File: src/rtl/stream_pkg.sv
// Shared definitions for the stream arbiter / packet FIFO slice: default widths,
// the buffered beat layout and the packet FIFO write-side states.
package stream_pkg;

    localparam int T_DATA_WIDTH = 8;
    localparam int T_QOS__WIDTH = 4;
    localparam int STREAM_COUNT = 4;

    // A single-stream configuration still needs a 1-bit id field.
    function automatic int id_width(input int streams);
        return (streams > 1) ? $clog2(streams) : 1;
    endfunction

    typedef struct packed {
        logic [T_DATA_WIDTH-1:0]             data;
        logic [T_QOS__WIDTH-1:0]             qos;
        logic [id_width(STREAM_COUNT)-1:0]   id;
        logic                                last;
    } pkt_entry_t;

    typedef enum logic {
        ST_WRITE   = 1'b0,
        ST_DISCARD = 1'b1
    } fifo_state_e;

endpackage

File: src/rtl/stream_pkt_fifo_if.sv
// Beat-level valid/ready stream carrying data, QoS, source id and last flag.
interface stream_pkt_fifo_if #(
    parameter int DW = stream_pkg::T_DATA_WIDTH,
    parameter int QW = stream_pkg::T_QOS__WIDTH,
    parameter int IW = stream_pkg::id_width(stream_pkg::STREAM_COUNT)
);

    logic [DW-1:0] data;
    logic [QW-1:0] qos;
    logic [IW-1:0] id;
    logic          last;
    logic          valid;
    logic          ready;

    modport master (
        output data,
        output qos,
        output id,
        output last,
        output valid,
        input  ready
    );

    modport slave (
        input  data,
        input  qos,
        input  id,
        input  last,
        input  valid,
        output ready
    );

endinterface

File: src/rtl/stream_pkt_fifo_mem.sv
// Beat storage: one synchronous write port and one asynchronous read port,
// kept separate so it can be replaced by a RAM macro.
module stream_pkt_fifo_mem #(
    parameter int WIDTH = 16,
    parameter int DEPTH = 16
) (
    input  logic                     clk,
    input  logic                     we_i,
    input  logic [$clog2(DEPTH)-1:0] waddr_i,
    input  logic [WIDTH-1:0]         wdata_i,
    input  logic [$clog2(DEPTH)-1:0] raddr_i,
    output logic [WIDTH-1:0]         rdata_o
);

    logic [WIDTH-1:0] mem_q [DEPTH];

    always_ff @(posedge clk) begin
        if (we_i) begin
            mem_q[waddr_i] <= wdata_i;
        end
    end

    assign rdata_o = mem_q[raddr_i];

endmodule

File: src/rtl/stream_pkt_fifo.sv
// Store-and-forward packet FIFO: beats become visible downstream only once the
// whole packet is stored; packets larger than the buffer are swallowed and flagged.
module stream_pkt_fifo #(
    parameter int T_DATA_WIDTH = stream_pkg::T_DATA_WIDTH,
    parameter int T_QOS__WIDTH = stream_pkg::T_QOS__WIDTH,
    parameter int STREAM_COUNT = stream_pkg::STREAM_COUNT,
    parameter int DEPTH        = 16
) (
    input  logic                     clk,
    input  logic                     rst,
    stream_pkt_fifo_if.slave         s_if,
    stream_pkt_fifo_if.master        m_if,
    output logic [$clog2(DEPTH):0]   pkt_count_o,
    output logic                     drop_o
);

    import stream_pkg::*;

    localparam int ID_WIDTH = id_width(STREAM_COUNT);
    localparam int AW       = $clog2(DEPTH);
    localparam int PW       = AW + 1;
    localparam logic [PW-1:0] DEPTH_P = PW'(DEPTH);
    localparam logic [PW-1:0] ONE_P   = PW'(1);

    typedef struct packed {
        logic [T_DATA_WIDTH-1:0] data;
        logic [T_QOS__WIDTH-1:0] qos;
        logic [ID_WIDTH-1:0]     id;
        logic                    last;
    } entry_t;

    fifo_state_e   state_q, state_d;
    logic [PW-1:0] wr_q, wr_d;
    logic [PW-1:0] commit_q, commit_d;
    logic [PW-1:0] rd_q, rd_d;
    logic [PW-1:0] cnt_q, cnt_d;
    logic          drop_q, drop_d;

    logic   s_hs;
    logic   m_hs;
    logic   oversize;
    logic   we;
    logic   commit_inc;
    logic   release_dec;
    entry_t wentry;
    entry_t rentry;

    // Ready comes from registered pointers only, so a read in the same cycle
    // never opens the write side.
    assign s_if.ready = (state_q == ST_DISCARD) || ((wr_q - rd_q) != DEPTH_P);
    assign s_hs       = s_if.valid && s_if.ready;

    assign m_if.valid = (rd_q != commit_q);
    assign m_hs       = m_if.valid && m_if.ready;

    // The packet being written already fills the whole buffer and is not ending.
    assign oversize    = (state_q == ST_WRITE) && s_hs && !s_if.last &&
                         ((wr_q + ONE_P - commit_q) == DEPTH_P);
    assign we          = (state_q == ST_WRITE) && s_hs && !oversize;
    assign commit_inc  = we && s_if.last;
    assign release_dec = m_hs && rentry.last;

    assign wentry = {s_if.data, s_if.qos, s_if.id, s_if.last};

    always_comb begin
        state_d  = state_q;
        wr_d     = wr_q;
        commit_d = commit_q;
        rd_d     = rd_q;
        drop_d   = 1'b0;

        if (m_hs) begin
            rd_d = rd_q + ONE_P;
        end

        case (state_q)
            ST_WRITE: begin
                if (oversize) begin
                    wr_d    = commit_q;
                    drop_d  = 1'b1;
                    state_d = ST_DISCARD;
                end else if (s_hs) begin
                    wr_d = wr_q + ONE_P;
                    if (s_if.last) begin
                        commit_d = wr_q + ONE_P;
                    end
                end
            end
            ST_DISCARD: begin
                if (s_hs && s_if.last) begin
                    state_d = ST_WRITE;
                end
            end
            default: begin
                state_d = ST_WRITE;
            end
        endcase

        cnt_d = cnt_q + PW'(commit_inc) - PW'(release_dec);
    end

    always_ff @(posedge clk) begin
        if (rst) begin
            state_q  <= ST_WRITE;
            wr_q     <= '0;
            commit_q <= '0;
            rd_q     <= '0;
            cnt_q    <= '0;
            drop_q   <= 1'b0;
        end else begin
            state_q  <= state_d;
            wr_q     <= wr_d;
            commit_q <= commit_d;
            rd_q     <= rd_d;
            cnt_q    <= cnt_d;
            drop_q   <= drop_d;
        end
    end

    stream_pkt_fifo_mem #(
        .WIDTH ($bits(entry_t)),
        .DEPTH (DEPTH)
    ) u_mem (
        .clk     (clk),
        .we_i    (we),
        .waddr_i (wr_q[AW-1:0]),
        .wdata_i (wentry),
        .raddr_i (rd_q[AW-1:0]),
        .rdata_o (rentry)
    );

    assign m_if.data   = rentry.data;
    assign m_if.qos    = rentry.qos;
    assign m_if.id     = rentry.id;
    assign m_if.last   = rentry.last;
    assign pkt_count_o = cnt_q;
    assign drop_o      = drop_q;

endmodule

File: src/flat_wrapper.sv
// flat-port wrapper written by rule: the top's interface ports become plain ports
module stream_pkt_fifo_flat import stream_pkg::*;
#(
    parameter int T_DATA_WIDTH = stream_pkg::T_DATA_WIDTH,
    parameter int T_QOS__WIDTH = stream_pkg::T_QOS__WIDTH,
    parameter int STREAM_COUNT = stream_pkg::STREAM_COUNT,
    parameter int DEPTH        = 16
)
  (clk, rst, pkt_count_o, drop_o, s_if_data, s_if_qos, s_if_id, s_if_last, s_if_valid, s_if_ready, m_if_data, m_if_qos, m_if_id, m_if_last, m_if_valid, m_if_ready);
  stream_pkt_fifo_if #(.DW(T_DATA_WIDTH), .QW(T_QOS__WIDTH), .IW((id_width(STREAM_COUNT)))) s_if_i ();
  stream_pkt_fifo_if #(.DW(T_DATA_WIDTH), .QW(T_QOS__WIDTH), .IW((id_width(STREAM_COUNT)))) m_if_i ();
  input  logic clk;
  input  logic rst;
  output logic [$clog2(DEPTH):0] pkt_count_o;
  output logic drop_o;
  input wire logic [$bits(s_if_i.data)-1:0] s_if_data;
  input wire logic [$bits(s_if_i.qos)-1:0] s_if_qos;
  input wire logic [$bits(s_if_i.id)-1:0] s_if_id;
  input wire logic [$bits(s_if_i.last)-1:0] s_if_last;
  input wire logic [$bits(s_if_i.valid)-1:0] s_if_valid;
  output wire logic [$bits(s_if_i.ready)-1:0] s_if_ready;
  output wire logic [$bits(m_if_i.data)-1:0] m_if_data;
  output wire logic [$bits(m_if_i.qos)-1:0] m_if_qos;
  output wire logic [$bits(m_if_i.id)-1:0] m_if_id;
  output wire logic [$bits(m_if_i.last)-1:0] m_if_last;
  output wire logic [$bits(m_if_i.valid)-1:0] m_if_valid;
  input wire logic [$bits(m_if_i.ready)-1:0] m_if_ready;
  assign s_if_i.data = s_if_data;
  assign s_if_i.qos = s_if_qos;
  assign s_if_i.id = s_if_id;
  assign s_if_i.last = s_if_last;
  assign s_if_i.valid = s_if_valid;
  assign s_if_ready = s_if_i.ready;
  assign m_if_data = m_if_i.data;
  assign m_if_qos = m_if_i.qos;
  assign m_if_id = m_if_i.id;
  assign m_if_last = m_if_i.last;
  assign m_if_valid = m_if_i.valid;
  assign m_if_i.ready = m_if_ready;
  stream_pkt_fifo #(.T_DATA_WIDTH(T_DATA_WIDTH), .T_QOS__WIDTH(T_QOS__WIDTH), .STREAM_COUNT(STREAM_COUNT), .DEPTH(DEPTH)) u_core (.clk(clk), .rst(rst), .s_if(s_if_i), .m_if(m_if_i), .pkt_count_o(pkt_count_o), .drop_o(drop_o));
endmodule
File: config.mk
export PLATFORM = sky130hd
export DESIGN_NAME = stream_pkt_fifo_flat
export DESIGN_NICKNAME = d
export VERILOG_FILES = /design/src/rtl/stream_pkg.sv /design/src/rtl/stream_pkt_fifo_if.sv /design/src/rtl/stream_pkt_fifo_mem.sv /design/src/rtl/stream_pkt_fifo.sv /design/src/flat_wrapper.sv
export SDC_FILE = /design/constraint.sdc
export NUM_CORES = 1
export LEC_CHECK = 0
export CORE_UTILIZATION = 40
export CTS_CLUSTER_SIZE = 30
export DETAILED_ROUTE_END_ITERATION = 12
export SLEW_MARGIN = 30
export SYNTH_ARGS = -nofsm -noshare
export SYNTH_HDL_FRONTEND = slang
export SYNTH_SLANG_ARGS = --single-unit
File: constraint.sdc
create_clock -name clk -period 7.1 [get_ports clk]
set_input_delay 0.71 -clock clk [delete_from_list [all_inputs] [get_ports clk]]
set_output_delay 0.71 -clock clk [all_outputs]
set_load 0.1 [all_outputs]
# --- After elaboration in Yosys (flattened, before gate mapping) ---
# Memory sizes are Yosys's and may differ from the RTL's. A register that Yosys moved wholly into a read port is not among the register bits.
# Index checks and enable logic that the tools add are counted.
totals:
  reg_bits: 22
  ram_bits: 240
  in_bits: 19
  out_inout_bits: 23
  elab_cells: 43
  memories: 1
memory_table:
  columns: ["memory", "words", "word_bits", "rd", "rd_clocked_by_memory_dff", "write_ports", "line", "rtl"]
  rows:
  - ["u_core.u_mem.mem_q", 16, 15, 1, 1, 1, "stream_pkt_fifo_mem.sv:15", "logic [WIDTH-1:0] mem_q [DEPTH];"]
op_classes:
  n_addsub: 6
  eq_ne: 3
  n_mux: 9
  bitwise_logic: 2
  n_reduce_logical: 16
op_table:
  columns: ["operator", "count"]
  rows:
  - ["adder 5 x 1 -> 5 bit, second input constant", 2]
  - ["2-to-1 mux 5 bit", 2]
  - ["subtractor 5 bit", 2]
  - ["logical AND 1 bit", 9]
  - ["2-to-1 mux 4 bit", 2]
  - ["adder 5 x 1 -> 5 bit", 1]
  - ["equality test 5 bit, second input constant", 1]
  - ["inequality test 5 bit", 1]
  - ["inequality test 5 bit, second input constant", 1]
  - ["subtractor 5 x 1 -> 5 bit", 1]
  - ["2-to-1 mux 1 bit", 4]
  - ["AND reduction 4 bit", 1]
  - ["zero test 1 bit", 2]
  - ["NOT 1 bit", 2]
  - ["one-hot mux 1 bit (2 select lines)", 1]
  - ["AND reduction 2 bit", 1]
  - ["nonzero test 2 bit", 1]
  - ["OR reduction 2 bit", 1]
  - ["logical OR 1 bit", 1]

# --- Depth between registers and ports, before layout ---
depth:
  ltp_word: 12
  ltp_mapped: 13

# --- Hierarchy ---
# From an unflattened synthesis, not the netlist that was laid out.
hier_totals:
  hier_cells: 565
  area_unflattened_um2: 10680.2
by_module_without_submodules:
  columns: ["mod", "n_inst", "cells_each", "area_each_um2"]
  rows:
  - ["stream_pkt_fifo_mem", 1, 391, 9146.3]
  - ["stream_pkt_fifo", 1, 174, 1534.0]

# --- Least setup slack after synthesis ---
# No wires, ideal clock.
synth_path:
  kind: "reg-to-reg"
  from: "register u_core.rd_q[3]"
  to: "memory u_core.u_mem.mem_q[3][0] (netlist name), enable pin"
  setup_time_ns: 0.406
  t_arrival_ns: 3.169
  path_slack_ns: 3.525
  path_stages_with_launch: 10
  synth_period_minus_slack_ns: 3.575
  cell_sequence: "dfxtp_1 -> inv_1 -> ha_1 -> a21oi_1 -> o2111ai_4 -> and2_1 -> buf_2 -> buf_6 -> nand3_1 -> nor3_1"
synth_via:
  elab_chain_cells: 11
synth_lines:
  columns: ["item", "line", "rtl"]
  rows:
  - ["from (decl)", "stream_pkt_fifo.sv:35", "logic [PW-1:0] rd_q, rd_d;"]
  - ["from (signal assigned)", "stream_pkt_fifo.sv:114", "rd_q <= rd_d;"]
  - ["subtractor 5 bit *", "stream_pkt_fifo.sv:50", "assign s_if.ready = (state_q == ST_DISCARD) || ((wr_q - rd_q) != DEPTH_P);"]
  - ["inequality test 5 bit *", "stream_pkt_fifo.sv:50", null]
  - ["logical OR 1 bit *", "stream_pkt_fifo.sv:50", null]
  - ["via s_if_ready", "flat_wrapper.sv:21", "output wire logic [$bits(s_if_i.ready)-1:0] s_if_ready;"]
  - ["logical AND 1 bit *", "stream_pkt_fifo.sv:51", "assign s_hs = s_if.valid && s_if.ready;"]
  - ["logical AND 1 bit *", "stream_pkt_fifo.sv:57, stream_pkt_fifo.sv:59", null]
  - ["logical AND 1 bit (2 in a row)", "stream_pkt_fifo.sv:57", "assign oversize = (state_q == ST_WRITE) && s_hs && !s_if.last &&"]
  - ["zero test 1 bit", "stream_pkt_fifo.sv:59", "assign we = (state_q == ST_WRITE) && s_hs && !oversize;"]
  - ["logical AND 1 bit *", "stream_pkt_fifo.sv:59", null]
  - ["2-to-1 mux 1 bit *", "stream_pkt_fifo_mem.sv:18", "if (we_i) begin"]
  - ["2-to-1 mux 1 bit (not written as such) *", "stream_pkt_fifo_mem.sv:19", "mem_q[waddr_i] <= wdata_i;"]
  - ["to (decl)", "stream_pkt_fifo_mem.sv:15", null]
# The timed path passes the listed nets; every way through them passes the cells marked *.

==> qor.csv <==
metric;value;unit
outcome;finished, violations left;
failing checks;design-rule violations;
post-synthesis sequential area ratio;71.92;%
final WL;21650;µm
area leader, netlist;edfxtp_1;
Worst Hold Depth;1;
setup TNS;0;ns
worst clock skew;0.008557;ns
commonest non-fill, non-tap cell in the layout;edfxtp_1;
Endpoint, Worst Hold;u_core.state_q$_SDFF_PP0_;
Max Used Layer;met4;
Vias;5167;
Synthesis Warnings;0;
first-pass GRT wire length;33580;µm
Num CTS Buffers;27;
cell chain of the critical path;buf_4 -> mux4_2 -> mux4_2 -> clkdlybuf4s50_1;
IO Port Bufs;41;
final worst path period need;4.733;ns
RSZ-0062 raised after global routing;no;
WP buf/inv;2;
Max clock buf depth;3;
die width;165.9;µm
post-DR wirelength/cell;22.60;µm
hold_buf cts;0;
Worst Setup End Kind;output pin;
Arrival @ worst endpoint;4.02;ns
die area;27520;µm²
Initial Utilization;41.00;%
most frequent cells in the layout;240 x edfxtp_1, 75 x mux4_2, 41 x clkdlybuf4s50_1;
Met3 Routed Length;1097;µm
number of global-route vias before repair;5616;
max_slew headroom;34.43;%
Syn Nets;576;
M1 wire length;9092;µm
H-Tree Depth;1;
post-CTS sizing;0;
Worst-Margin Slew;0.9805;ns
ANT cells;0;
crit path max fanout;38;
Core ar.;26210;µm²
kind of cell adding the most delay to the critical path;buffers and inverters;
root buffer cell;clkbuf_16;
Final Max Slew Viols;0;
Hold Vio Cnt, Final;0;
max frequency;211.3;MHz
Tcrit/Tclk final;66.66;%
worst setup margin;2.367;ns
maximum VDD drop;0.0001540;V
FF+latch count, synth;266;
# DRC;4;
Clock Latency Late Sink;0.53;ns
Setup Fix Bufs, Post-CTS;0;
gpl congestion;0.8021;
average size of a mapped cell;19.97;µm²
FF-to-FF path depth;12;
die height;165.9;µm
Pwr Density;315.8;nW/µm²
most used cell, CP;mux4_2;
Synth Instances;538;
DP Worst Slack;2.695;ns
first drt pass iteration count;8;
Global Route Usage Sum;16.22;%
R2R Path End;u_core.pkt_count_o[4]$_SDFF_PP0_;
Netlist cell types;39;
Area growth, synth to finish;15.33;%
Leakage Power;3.933;nW
final antenna-violating net count;0;
Slowest cell on crit path;clkdlybuf4s50_1;
Initial DRC Count;381;
crit start category;register;
layout cells sized above 1;23.43;%
CTS tree;built;
largest net degree at the start of global routing;61;
Synth Cell Area;10740;µm²
TritonCTS Sinks;266;
met2 wire length;11060;µm
HPWL Detailed;12310;µm
I/O Pins;42;
Clk pin slew, worst setup/hold paths;0.06;ns
Max-Cap Viols;0;
Max stage delay on crit path;0.99;ns
Worst EP required;6.39;ns
final setup vio count;0;
site row count;59;
Hold Crit Class;register to register;
Area contributors post-synth;edfxtp_1 67%, mux4_2 16%, dfxtp_1 4.8%, ha_1 2.1%, nor2_1 0.98%;
Min-Delay Startpoint;u_core.state_q$_SDFF_PP0_;
Via-to-Cell Ratio;5.394;
share of the synthesized area in the top cell type;67.08;%
final net count;641;
r2r setup slk;2.77;ns
Setup Crit Path Kind;register to output pin;
GRT overflow;0;
initial antenna violation count;0;
## worst reg2reg max path, cell delays in order, from the launching register on
cell and delay (ns):
dfxtp_4 0.88, buf_4 0.55, mux4_2 0.58, mux4_2 0.50, and2_1 0.17, ha_1 0.26, inv_1 0.04, ha_1 0.21
fa_1 0.44, a21o_1 0.20, a21oi_1 0.17, xnor2_1 0.14, nor2_1 0.05
## worst max-delay path by stage
stage                                               to  cells past startpoint
detailed placement    u_core.pkt_count_o[4]$_SDFF_PP0_                     12
finish                                       m_if_last                      4
global placement      u_core.pkt_count_o[4]$_SDFF_PP0_                     12
CTS                                          m_if_last                      4
global route                                 m_if_last                      4
floorplan           u_core.u_mem.mem_q[3][0]$_DFFE_PP_                      9
## stage by stage
stage                     power [mW]  cells  area (µm²)  hold WS (ns)  utilization [%]
after floorplan                2.486    538       10740        0.4823                -
final                          3.912    958       12390        0.5400            47.28
after global routing           4.053    958       12390        0.5609            47.28
after CTS                      3.957    958       12390        0.5459            47.28
after global placement         2.652    909       11600        0.5247            44.25
after detailed placement       2.665    909       11600        0.5353            44.25
## final cells by class
| class | instances | area (µm²) |
|---|---|---|
| clock buffers | 34 | 701.9 |
| clock inverters | 15 | 91.34 |
| fillers | 2113 | 13820 |
| inverters | 17 | 63.81 |
| multi-input cells | 231 | 2828 |
| flip-flops and latches | 266 | 7734 |
| well taps | 335 | 419.2 |
| repair buffers | 60 | 553.0 |
## layer usage
layer	vias up	global-route usage, %
li1	2300	-
met1	2705	21.73
met2	134	27.97
met3	28	1.907
met4	0	4.754
met5	-	0
## Yosys cell counts, drive strengths merged
| master | number |
|---|---|
| and3 | 1 |
| o21ai | 2 |
| nor2b | 6 |
| fa | 1 |
| a311oi | 2 |
| nand4 | 3 |
| o21a | 1 |
| a21oi | 8 |
| nor3b | 1 |
| xnor2 | 13 |
| nand3b | 1 |
| and4b | 1 |
| a211oi | 3 |
| nor2 | 28 |
| nand2 | 18 |
| mux4 | 75 |
| xor3 | 1 |
| clkbuf | 9 |
| ha | 18 |
| o2111ai | 1 |
| inv | 17 |
| a31oi | 5 |
| and2 | 2 |
| edfxtp | 240 |
| dfxtp | 26 |
| buf | 15 |
| a21o | 4 |
| a41oi | 1 |
| nor3 | 8 |
| nand3 | 16 |
| xor2 | 7 |
| nand2b | 4 |
## state kept, by name, indices dropped and copies added (netlist names), named ones only
signal              cells
u_core.state_q          1
u_core.u_mem.mem_q    240
u_core.rd_q             5
u_core.pkt_count_o      5
u_core.wr_q             5
u_core.commit_q         5
u_core.drop_o           1
## power breakdown
group,internal (mW),switching (mW),total [mW],leakage [nW]
Combinational,0.313,0.500,0.813,1.16
Clock,0.731,0.561,1.29,0.393
Sequential,1.75,0.0595,1.81,2.38
Total,2.79,1.12,3.91,3.93
## cells by family (layout without fill, tap and decap cells)
group	count (synthesis)	in the layout	synth area share (%)
XOR/XNOR	21	21	1.991
buffers and inverters	41	126	1.991
AND/OR/NAND/NOR	89	89	4.064
AO/OA/AOI/OAI	27	27	2.026
multiplexers	75	75	15.72
flip-flops	266	266	71.92
adder cells (fa/ha/maj)	19	19	2.283
No activity file was read; power rests on OpenSTA's default activity.
